`src/rtl/seg_scan_display.sv`:
```
// seg_scan_display: time-multiplexed hex 7-segment scanner with dp, blank, leading-zero suppression and blink
module seg_scan_display #(
  parameter int NUM_DIGITS = 8,
  parameter int SCAN_DIV = 40000,
  parameter int BLINK_SLOTS = 256,
  localparam int IW = NUM_DIGITS > 1 ? $clog2(NUM_DIGITS) : 1
) (
  input  logic                      clock,
  input  logic                      reset,
  input  logic                      wr_en,
  input  logic [1:0]                wr_sel,
  input  logic [4*NUM_DIGITS-1:0]   wr_data,
  output logic [NUM_DIGITS-1:0]     dig_n,
  output logic [7:0]                seg_n,
  output logic [IW-1:0]             busy_slot
);
  localparam int DW = SCAN_DIV > 1 ? $clog2(SCAN_DIV) : 1;
  localparam int BW = BLINK_SLOTS > 1 ? $clog2(BLINK_SLOTS) : 1;
  localparam logic [6:0] SEG [16] = '{7'h3F, 7'h06, 7'h5B, 7'h4F, 7'h66, 7'h6D, 7'h7D, 7'h27,
                                      7'h7F, 7'h67, 7'h77, 7'h7C, 7'h39, 7'h5E, 7'h79, 7'h71};
  logic [DW-1:0] div_q, div_d;
  logic [IW-1:0] idx_q, idx_d;
  logic [BW-1:0] blink_q, blink_d;
  logic off_q, off_d;
  logic [4*NUM_DIGITS-1:0] val_q, val_d;
  logic [NUM_DIGITS-1:0] dp_q, dp_d, blank_q, blank_d, bm_q, bm_d, nz, dig_q, dig_d;
  logic lz_q, lz_d, ben_q, ben_d;
  logic [7:0] seg_q, seg_d;
  logic tick, bwrap, dark, acc;
  always_comb begin
    tick = div_q == DW'(SCAN_DIV - 1);
    div_d = tick ? '0 : div_q + 1'b1;
    idx_d = tick ? (idx_q == IW'(NUM_DIGITS - 1) ? '0 : idx_q + 1'b1) : idx_q;
    bwrap = tick && blink_q == BW'(BLINK_SLOTS - 1);
    blink_d = bwrap ? '0 : blink_q + BW'(tick);
    off_d = off_q ^ bwrap;
    val_d = wr_en && wr_sel == 2'd0 ? wr_data : val_q;
    dp_d = wr_en && wr_sel == 2'd1 ? wr_data[NUM_DIGITS-1:0] : dp_q;
    blank_d = wr_en && wr_sel == 2'd2 ? wr_data[NUM_DIGITS-1:0] : blank_q;
    {bm_d, ben_d, lz_d} = wr_en && wr_sel == 2'd3 ? wr_data[NUM_DIGITS+1:0] : {bm_q, ben_q, lz_q};
    acc = 1'b0;
    nz = '0;
    for (int i = NUM_DIGITS - 1; i >= 0; i--) begin
      acc = acc | (|val_q[4*i +: 4]);
      nz[i] = acc;
    end
    dark = blank_q[idx_q] | (lz_q & (idx_q != '0) & ~nz[idx_q]) | (ben_q & bm_q[idx_q] & off_q);
    dig_d = tick || dark ? '1 : ~(NUM_DIGITS'(1) << idx_q);
    seg_d = ~{dp_q[idx_q], SEG[val_q[{idx_q, 2'b00} +: 4]]};
  end
  always_ff @(posedge clock) begin
    if (!reset) begin
      div_q <= '0;
      idx_q <= '0;
      blink_q <= '0;
      off_q <= 1'b0;
      val_q <= '0;
      dp_q <= '0;
      blank_q <= '0;
      bm_q <= '0;
      lz_q <= 1'b0;
      ben_q <= 1'b0;
      dig_q <= '1;
      seg_q <= 8'hFF;
    end else begin
      div_q <= div_d;
      idx_q <= idx_d;
      blink_q <= blink_d;
      off_q <= off_d;
      val_q <= val_d;
      dp_q <= dp_d;
      blank_q <= blank_d;
      bm_q <= bm_d;
      lz_q <= lz_d;
      ben_q <= ben_d;
      dig_q <= dig_d;
      seg_q <= seg_d;
    end
  end
  assign dig_n = dig_q;
  assign seg_n = seg_q;
  assign busy_slot = idx_q;
endmodule

```
`config.mk`:
```
export PLATFORM = sky130hd
export DESIGN_NAME = seg_scan_display
export DESIGN_NICKNAME = d
export VERILOG_FILES = /design/src/rtl/seg_scan_display.sv
export SDC_FILE = /design/constraint.sdc
export NUM_CORES = 1
export LEC_CHECK = 0
export CAP_MARGIN = 0
export CORE_ASPECT_RATIO = 0.8
export CORE_UTILIZATION = 50
export DETAILED_ROUTE_END_ITERATION = 8
export GPL_TIMING_DRIVEN = 0
export PLACE_DENSITY = 0.8
export SKIP_CTS_REPAIR_TIMING = 1
export SYNTH_ARGS = -nofsm -noshare
export SYNTH_HDL_FRONTEND = slang
export SYNTH_SLANG_ARGS = --single-unit
```
`constraint.sdc`:
```
create_clock -name clock -period 3.1 [get_ports clock]
set_clock_uncertainty 0.2 [all_clocks]
set_input_delay 0.775 -clock clock [delete_from_list [all_inputs] [get_ports clock]]
set_output_delay 0.775 -clock clock [all_outputs]
set_load 0.02 [all_outputs]
```
After elaboration in Yosys (flattened, before gate mapping). Memories as Yosys holds them, arrays and structs flattened. Index checks and enable logic that the tools add are counted.

Input bits: 37. Memories kept: 1. Register bits: 102. Memory bits (read-only): 112.

Memories: (name not given) (words 16, width 7, rd ports 1, clocked after memory_dff 0, wr ports 0, line 49) `seg_d = ~{dp_q[idx_q], SEG[val_q[{idx_q, 2'b00} +: 4]]};`.

Reduce and logical (&&, ||, !) cells: 19. Bitwise logic cells: 19. Muxes and demuxes: 11. Add/sub/neg operators: 3. Magnitude comparators: 2. Shift-type cells: 2. Equal/unequal tests: 6.

Operator list (number): OR reduction 4 bit (8); variable part select 32 x 6 -> 4 bit (1); adder 16 x 1 -> 16 bit (second input constant) (1); equality test 16 bit (second input constant) (1); NOT 8 bit (2); two-way mux 7 bit (2); binary-select mux 1 bit (select 3 bit) (4); bitwise OR 1 bit (9); adder 8 x 1 -> 8 bit (1); equality test 8 bit (second input constant) (1); left shift 1 x 3 -> 8 bit (first input constant) (1); OR reduction 2 bit (3); >= comparator 5 bit (second input constant) (1); logical AND 1 bit (5); NOT 4 -> 5 bit (1); AND 1 bit (4); equality test 2 bit (second input constant) (2); less-than comparator 3 x 4 -> 1 bit (second input constant) (1); two-way mux 1 bit (4); adder 3 x 1 -> 3 bit (second input constant) (1); equality test 3 bit (second input constant) (1); two-way mux 3 bit (1); nonzero test 3 bit (1); equality test 2 x 1 -> 1 bit (second input constant) (1); 4 further kinds (5).

Longest topological paths before layout. Gate-level depths: netlist (run 1).

Word-level depth: 16. Mapped depth: 10. Depth with buffers taken out: 9.

Worst setup path before layout (run 1). Ideal clock, no wire load.

Path type: reg2reg. Start: register idx_q[0], in the netlist busy_slot[0]. End: register seg_q[3], in the netlist seg_n[3]. Period minus slack after synthesis: 2866 ps. Path slack: 234 ps. Buffers on the path: 1. Stages on the path, launching flop included: 9. Library setup time: 101 ps. Arrival: 2565 ps. Cell sequence: dfxtp_1 buf_2 mux4_2 mux2i_1 ha_1 inv_1 nor2_1 a22o_1 o41ai_1.

Cells in the longest elaborated chain, start to end: 6.

Ends and longest elaborated chain: from (decl) (line 22) `logic [IW-1:0] idx_q, idx_d;`; from (signal assigned) (line 67) `idx_q <= idx_d;`; variable part select 32 x 6 -> 4 bit (line 49); NOT 4 -> 5 bit (implied by the code) (line 49); memory (16 x 7 bit); two-way mux 7 bit (implied by the code) (2 in series) (line 49); NOT 8 bit (line 49); to (signal assigned) (line 77) `seg_q <= seg_d;`; to (decl) (line 28) `logic [7:0] seg_q, seg_d;`.

No other way between the ends. The select of a mux whose other input is x is not followed. A chain may end at the register's enable or synchronous reset.

Worst setup path in the final report (run 1). Same ends and word-level chain as after synthesis.

==> run_results.csv, run 1 <==
group,metric,value,unit
status,status,"completed",
sta,fin_crit_sh,90.6,%
power,switching_share,23.8,%
worst_setup_path,required,3.17,ns
global_route,grt_pass1_wl,17200,microns
global_route,grt_max_degree,16,
place,place.gp.congestion,0.866,
power,switchingPower,0.576,mW
worst_setup_path,cp_max_fo,10,
clocking,clk_latency,0.37,ns
yosys,syn_area_per_cell,9.12,sq um
min_path,hp-class,"reg -> reg",
detailed_routing,dr_wl_met2,4720,microns
yosys,async_reset_ff_share,0,%
floorplan,coreArea,0.00860,sq mm
finish,drive_gt1_share,8.33,%
sta,slew_viol_final,0,
sta,post-route-min-period,2.81,ns
clocking,clockBufferDepth,2,
floorplan,start_util,52.4,%
min_path,worstHoldStart,"bm_q[3]",
global_route,grt_antenna_before_repair,0,
place,hpwl,7740,microns
detailed_routing,ant_nets,0,
finish,fin_area,0.00540,sq mm
yosys,synth.cell_area,0.00451,sq mm
yosys,synth_ff_type,"dfxtp_1",
sta,fmax,356,MHz
worst_setup_path,start_kind,"flop",
detailed_routing,vias,3835,
clocking,htreeDepth,3,
power,ir_drop,0.324,mV
clocking,cts_sinks,102,
place,placed_area,0.00520,sq mm
worst_setup_path,crit_type,"reg -> reg",
floorplan,pin_count,56,
run,cap_violations,0,
clocking,clk_pin_slew_worst_paths,0.09,ns
finish,fillCellCount,733,
floorplan,std_cell_rows,30,
yosys,syn_inst,494,
yosys,yosysWarnings,0,
worst_setup_path,regToRegStartpoint,"busy_slot[0]",
floorplan,die_area,0.00940,sq mm
detailed_routing,wl_per_cell,15.2,microns
finish,final_common_cell,"dfxtp_1",
worst_setup_path,crit_path_start,"busy_slot[0]",
yosys,ys_seq_area_share,45.3,%
detailed_routing,met3WireLength,660,microns
sta,finalWorstSetupSlack,0.292,ns
global_route,grt_overflow,0,
sta,setup_viol,0,
global_route,grt_pass1_vias,3580,
detailed_routing,top_layer_used,"met4",
detailed_routing,first_iter_violations,242,
place,io_buffers,55,
clocking,cts_buffers,9,
floorplan,die_w,108,microns
worst_setup_path,cp-end-kind,"flop",
detailed_routing,route.layer.met1.wl,4800,microns
sta,rsz0062_at_grt,"false",
power,powerDensity,449,mW/mm^2
worst_setup_path,worstPathArrival,2.88,ns
detailed_routing,firstDrtPassIters,5,
detailed_routing,viasPerCell,5.67,
finish,final_cell_mix,"101 x dfxtp_1, 100 x nand2_1, 55 x clkdlybuf4s50_1",
finish,antenna_cells,0,
detailed_routing,wl,10300,microns
power,power.total,2.42,mW
finish,synthToLayoutAreaGrowth,19.9,%
yosys,yosysUniqueCellTypes,49,
detailed_routing,drcViolationCount,0,
floorplan,die_y,86.9,microns
yosys,synth_seq_cells,102,
finish,final_nets,610,
power,comb_power_share,9.6,%
sta,maxSlewHeadroom,51.8,%
place,dp_slack,-0.0148,ns
yosys,synth-edff-count,0,
sta,timing.hold.ws,0.261,ns
sta,hold_violations,0,
clocking,cts_root_buffer,"clkbuf_8",
sta,worstMarginPinSlew,0.721,ns
power,cellLeakagePower,2.02,nW
power,p_int,1.85,mW
power,pwr-share-clk,33.9,%
yosys,syn-num-nets,544,
global_route,grtUsageTotal,23.6,%
clocking,cts_tree,"yes",
power,power_frac_seq,56.5,%
metrics by stage:
stage	TNS (ns)	utilization (%)	instances
floorplan	0	-	494
global placement	0	60.5	661
detailed placement	-0.0148	60.5	661
CTS	-0.0439	62.6	676
global route	0	62.8	676
finish	0	62.8	676
registers in the layout (all words and copies together), names as in the netlist:
signal / count
lz_q: 1
bm_q: 8
off_q: 1
div_q: 16
ben_q: 1
busy_slot: 3
dig_n: 8
blink_q: 8
seg_n: 8
val_q: 32
dp_q: 8
blank_q: 8
power by group through the flow:
stage | combinational (mW) | clock, mW | sequential (mW)
after global routing | 0.256 | 0.892 | 1.37
final | 0.233 | 0.822 | 1.37
after detailed placement | 0.229 | 0 | 1.40
after CTS | 0.231 | 0.831 | 1.37
after floorplan | 0.117 | 0 | 1.40
after global placement | 0.222 | 0 | 1.40
critical path, cell delays in order (launching register included):
cell     delay [ns]
dfxtp_2        0.43
buf_4          0.26
mux4_2         0.54
mux2i_2        0.31
ha_1           0.33
inv_1          0.09
nor2_1         0.04
a22o_1         0.23
o41ai_1        0.27
Yosys cell counts, types with 2 or more instances:
library cell  number  share of area [%]
a21oi_1           52                5.8
clkbuf_1          25                2.1
mux4_2            14                7.0
o21ai_0            7               0.78
or3_2              2               0.33
o311ai_0           4               0.78
dfxtp_1          102                 45
xor2_1             8                1.6
o31ai_1            2               0.33
nand4_1            7               0.97
xnor2_1            8                1.6
mux2_2             3               0.75
and3_1             6               0.83
o41ai_1            2               0.39
or3_1              4               0.56
nand3b_1           2               0.33
nor4_1             9                1.2
nor3_1             3               0.33
inv_1             15                1.2
nor3b_1            2               0.33
ha_1              13                3.6
o2111ai_1          6                1.2
nor2_1            38                3.2
o211ai_1           3               0.50
mux2i_1           22                4.9
nand2_1          100                8.3
nand3_1           10                1.1
and4_1             2               0.39
or4_1              3               0.50
final timing paths:
path | end | slack (ns) | cells past startpoint
worst max-delay path | seg_n[3] | 0.29 | 8
worst min-delay path | bm_q[3] | 0.26 | 2
worst max register to register | seg_n[3] | 0.29 | 8
worst min register to register | bm_q[3] | 0.26 | 2
cells by family (layout without fill, tap and decap cells):
| kind of cell | Yosys count | after routing | synth area share, % |
|---|---|---|---|
| xor+xnor | 16 | 16 | 3.11 |
| fa+ha+maj | 13 | 13 | 3.61 |
| buf+inv | 43 | 113 | 3.78 |
| compound gates | 84 | 84 | 11.4 |
| simple gates | 197 | 197 | 20.1 |
| flops | 102 | 102 | 45.3 |
| mux | 39 | 39 | 12.6 |
final cells by class:
class,count,area [sq um],area share (%)
clock buffers,11,141,2.62
inverters,15,56.3,1.04
repair buffers,55,551,10.2
plain buffers,28,120,2.22
clock inverters,4,47.5,0.880
well taps,112,140,2.59
multi-input cells,349,2300,42.6
flip-flops and latches,102,2040,37.8
metal layers:
metal | up-vias | global-route usage (%)
li1 | 1872 | -
met1 | 1815 | 32.4
met2 | 136 | 36.7
met3 | 12 | 5.91
met4 | 0 | 7.10
met5 | - | 0
Note: power is estimated with default switching activity, not from simulation.
==> inputs of run 2 (changes only) <==
--- a/config.mk
+++ b/config.mk
@@ -9,8 +9,9 @@
 export CORE_ASPECT_RATIO = 0.8
 export CORE_UTILIZATION = 50
 export DETAILED_ROUTE_END_ITERATION = 8
+export DONT_BUFFER_PORTS = 1
 export GPL_TIMING_DRIVEN = 0
-export PLACE_DENSITY = 0.8
+export PLACE_DENSITY = 0.72
 export SKIP_CTS_REPAIR_TIMING = 1
 export SYNTH_ARGS = -nofsm -noshare
 export SYNTH_HDL_FRONTEND = slang
==> run_results.csv, run 2 (same netlist as run 1, synthesis figures left out) <==
group,metric,value,unit
floorplan,coreArea,0.00860,sq mm
clocking,cts_buffers,9,
worst_setup_path,critPathMaxStageDelay,0.56,ns
finish,final_common_cell,"dfxtp_1",
place,place.gp.congestion,0.845,
sta,fmax,338,MHz
min_path,worstHoldStart,"bm_q[2]",
sta,worstMarginPinSlew,0.932,ns
place,placed_cells,606,
worst_setup_path,path_delay_family,"multiplexers",
clocking,cts_root_buffer,"clkbuf_8",
floorplan,die_y,86.9,microns
worst_setup_path,cp-end-kind,"flop",
sta,slew_viol_final,0,
place,hpwl,7860,microns
power,powerDensity,490,mW/mm^2
global_route,grt_max_degree,17,
global_route,grt_pass1_wl,17400,microns
floorplan,die_area,0.00940,sq mm
floorplan,start_util,52.4,%
worst_setup_path,r2r_end,"seg_n[3]",
min_path,min_to,"bm_q[2]",
detailed_routing,viasPerCell,5.86,
sta,hold_violations,0,
detailed_routing,firstDrtPassIters,5,
min_path,hp-class,"reg -> reg",
status,status,"completed",
finish,antenna_cells,0,
detailed_routing,first_iter_violations,271,
min_path,min_path_cells,2,
clocking,cts_tree,"yes",
place,dp_slack,-0.251,ns
finish,fin_area,0.00487,sq mm
run,cap_violations,0,
detailed_routing,drcViolationCount,0,
finish,largest_reg_flops,32,
floorplan,pin_count,56,
worst_setup_path,start_kind,"flop",
global_route,grt_overflow,0,
worst_setup_path,crit_type,"reg -> reg",
finish,drive_gt1_share,10.0,%
global_route,grt_antenna_before_repair,0,
clocking,cts_sinks,102,
worst_setup_path,cp_cell_sequence,"clkbuf_2 > mux4_2 > mux2i_2 > ha_1 > inv_1 > nor2_1 > a22o_1 > o41ai_1",
worst_setup_path,cp_max_fo,10,
finish,fin_cells,622,
sta,setup_viol,0,
sta,maxSlewHeadroom,37.7,%
worst_setup_path,regToRegStartpoint,"busy_slot[1]",
sta,rsz0062_at_grt,"false",
worst_setup_path,required,3.15,ns
finish,synthToLayoutAreaGrowth,8.19,%
detailed_routing,wl_per_cell,17.1,microns
place,placed_area,0.00465,sq mm
global_route,grt_pass1_vias,3542,
power,cellLeakagePower,1.82,nW
place,io_buffers,0,
worst_setup_path,crit_buf_inv,2,
global_route,grtUsageTotal,24.6,%
sta,finalWorstSetupSlack,0.138,ns
finish,final_nets,555,
sta,finalSetupTns,0,ns
floorplan,die_w,108,microns
finish,final_cell_mix,"101 x dfxtp_1, 100 x nand2_1, 52 x a21oi_1",
clocking,htreeDepth,3,
sta,post-route-min-period,2.96,ns
floorplan,std_cell_rows,30,
worst_setup_path,rrSetupSlack,0.14,ns
worst_setup_path,reg2regPathDepth,8,
clocking,clk_pin_slew_worst_paths,0.09,ns
detailed_routing,ant_nets,0,
detailed_routing,vias,3648,
power,ir_drop,0.372,mV
finish,regMostFlops,"val_q",
sta,fin_crit_sh,95.5,%
clocking,clk_latency,0.37,ns
worst_setup_path,worstPathArrival,3.01,ns
detailed_routing,wl,10600,microns
worst_setup_path,slowest_stage,"dfxtp_1",
finish,largestRegisters,"val_q (32), div_q (16)",
clocking,clockBufferDepth,2,
-- run 2: per-layer routing --
metal / GRT usage, % / wire length, microns / vias up
li1: - / - / 1760
met1: 33.0 / 4740 / 1745
met2: 38.6 / 4850 / 130
met3: 6.81 / 902 / 13
met4: 7.35 / 157 / 0
met5: 0 / 0 / -
-- run 2: tightest hold or removal path, delay by kind of cell, from the launching register on --
family,cells,cell delay (ns)
AOI/OAI and AO/OA,1,0.05
and+or+nand+nor,1,0.05
DFF,1,0.32
-- run 2: layout make-up --
cell class	count	area, sq um
inverter	15	56.3
buffer	28	126
clock inverter	5	56.3
clock buffer	11	151
tap	112	140
sequential	102	2040
multi-input combinational	349	2300
fill	774	3720
-- run 2: where the power goes --
group          leakage (nW)  internal [mW]  switching, mW
combinational         0.882         0.0595         0.0920
clock                 0.106          0.417          0.439
sequential            0.830           1.35         0.0345
total                  1.82           1.82          0.565
-- run 2: worst max-delay path by stage --
stage | startpoint | end | depth (start not counted)
4_1_cts | busy_slot[0] | seg_n[3] | 8
2_1_floorplan | busy_slot[0] | seg_n[3] | 8
6_report | busy_slot[1] | seg_n[3] | 8
3_3_place_gp | busy_slot[0] | seg_n[3] | 8
5_1_grt | busy_slot[1] | seg_n[3] | 8
3_5_place_dp | busy_slot[0] | seg_n[3] | 8
-- run 2: metrics by stage --
| stage | power [mW] | hold WS (ns) | util, % |
|---|---|---|---|
| 2_1_floorplan | 1.52 | 0.230 | - |
| 3_3_place_gp | 1.55 | 0.240 | 54.0 |
| 3_5_place_dp | 1.56 | 0.243 | 54.0 |
| 4_1_cts | 2.40 | 0.257 | 56.5 |
| 5_1_grt | 2.48 | 0.274 | 56.7 |
| 6_report | 2.39 | 0.256 | 56.7 |
==> inputs of run 3 (changes only) <==
==> constraint.sdc (replaced) <==
create_clock -name clock -period 3.7 [get_ports clock]
set_clock_uncertainty 0.2 [all_clocks]
set_input_delay 0.925 -clock clock [delete_from_list [all_inputs] [get_ports clock]]
set_output_delay 0.925 -clock clock [all_outputs]
set_load 0.02 [all_outputs]
==> run_results.csv, run 3 (same netlist as run 1, synthesis figures left out) <==
group,metric,value,unit
global_route,grt_pass1_vias,3542,
clocking,clk_pin_slew_worst_paths,0.10,ns
power,powerDensity,412,mW/mm^2
floorplan,pin_count,56,
detailed_routing,wl_per_cell,17.0,microns
finish,regMostFlops,"val_q",
sta,hold_violations,0,
finish,largest_reg_flops,32,
clocking,cts_buffers,9,
floorplan,die_area,0.00940,sq mm
floorplan,start_util,52.4,%
min_path,hp-class,"reg -> reg",
sta,post-route-min-period,3.42,ns
detailed_routing,viasPerCell,5.85,
clocking,clk_latency,0.37,ns
finish,fillCellCount,779,
sta,worstMarginPinSlew,0.902,ns
global_route,grt_max_degree,17,
sta,finalSetupTns,0,ns
worst_setup_path,cp_max_fo,10,
place,io_buffers,0,
detailed_routing,wl,10600,microns
finish,synthToLayoutAreaGrowth,7.72,%
global_route,grtUsageTotal,24.6,%
worst_setup_path,worstPathArrival,3.48,ns
sta,fin_crit_sh,92.5,%
detailed_routing,firstDrtPassIters,6,
clocking,cts_root_buffer,"clkbuf_8",
finish,multi_input_area,0.00229,sq mm
detailed_routing,vias,3641,
power,cellLeakagePower,1.81,nW
global_route,grt_antenna_before_repair,0,
sta,slew_viol_final,0,
worst_setup_path,start_kind,"flop",
clocking,htreeDepth,3,
detailed_routing,first_iter_violations,231,
place,hpwl,7860,microns
place,place.gp.congestion,0.845,
floorplan,die_y,86.9,microns
clocking,cts_sinks,102,
finish,seqCellArea,0.00204,sq mm
finish,drive_gt1_share,8.43,%
worst_setup_path,required,3.75,ns
worst_setup_path,cp-end-kind,"flop",
status,status,"completed",
finish,final_cell_mix,"102 x dfxtp_1, 100 x nand2_1, 52 x a21oi_1",
run,cap_violations,0,
sta,rsz0062_at_grt,"false",
floorplan,die_w,108,microns
power,power.total,2.00,mW
sta,setup_viol,0,
clocking,cts_tree,"yes",
sta,timing.hold.ws,0.257,ns
finish,largestRegisters,"val_q (32), div_q (16)",
floorplan,std_cell_rows,30,
detailed_routing,ant_nets,0,
finish,final_common_cell,"dfxtp_1",
clocking,clockBufferDepth,2,
global_route,grt_overflow,0,
floorplan,coreArea,0.00860,sq mm
finish,antenna_cells,0,
finish,final_nets,555,
detailed_routing,drcViolationCount,0,
sta,fmax,292,MHz
sta,maxSlewHeadroom,39.8,%
power,ir_drop,0.311,mV
worst_setup_path,crit_type,"reg -> reg",
global_route,grt_pass1_wl,17400,microns
-- run 3: layout make-up --
| class | instances | share of cell area, % |
|---|---|---|
| inverters | 15 | 1.16 |
| multi-input cells | 349 | 47.3 |
| flip-flops and latches | 102 | 42.1 |
| plain buffers | 28 | 2.35 |
| well taps | 112 | 2.89 |
| clock inverters | 5 | 1.16 |
| clock buffers | 11 | 3.12 |
-- run 3: path summary, 6_finish.rpt --
check	start	endpoint	slack (ns)	cells past startpoint
setup / recovery	busy_slot[0]	seg_n[3]	0.28	8
hold / removal	bm_q[2]	bm_q[2]	0.26	2
setup reg to reg	busy_slot[0]	seg_n[3]	0.28	8
hold reg to reg	bm_q[2]	bm_q[2]	0.26	2
-- run 3: stage by stage --
step	util, %	cell area [sq um]	setup WS, ns	instances
after floorplan	-	4510	0.834	494
after global placement	54.0	4650	0.386	606
after detailed placement	54.0	4650	0.349	606
after CTS	56.5	4850	0.298	622
after global routing	56.5	4850	0.0766	622
final	56.5	4850	0.278	622
-- run 3: routing by layer --
layer	track usage, %	part of all wire [%]	vias to the layer above
met5	0	0	-
met4	7.35	1.1	0
met3	6.81	8.3	9
met2	38.6	46	136
met1	33.0	45	1742
li1	-	-	1754
-- run 3: critical path: stages, from the launching register on --
cell and delay (ns):
dfxtp_1 0.64, buf_2 0.43, mux4_2 0.56, mux2i_1 0.43
ha_1 0.38, inv_1 0.10, nor2_1 0.04, a22o_1 0.22
o41ai_1 0.31
-- run 3: report_power, final --
part | switching [mW] | total (mW) | internal, mW
combinational | 0.0770 | 0.127 | 0.0496
clock | 0.366 | 0.715 | 0.349
sequential | 0.0289 | 1.16 | 1.13
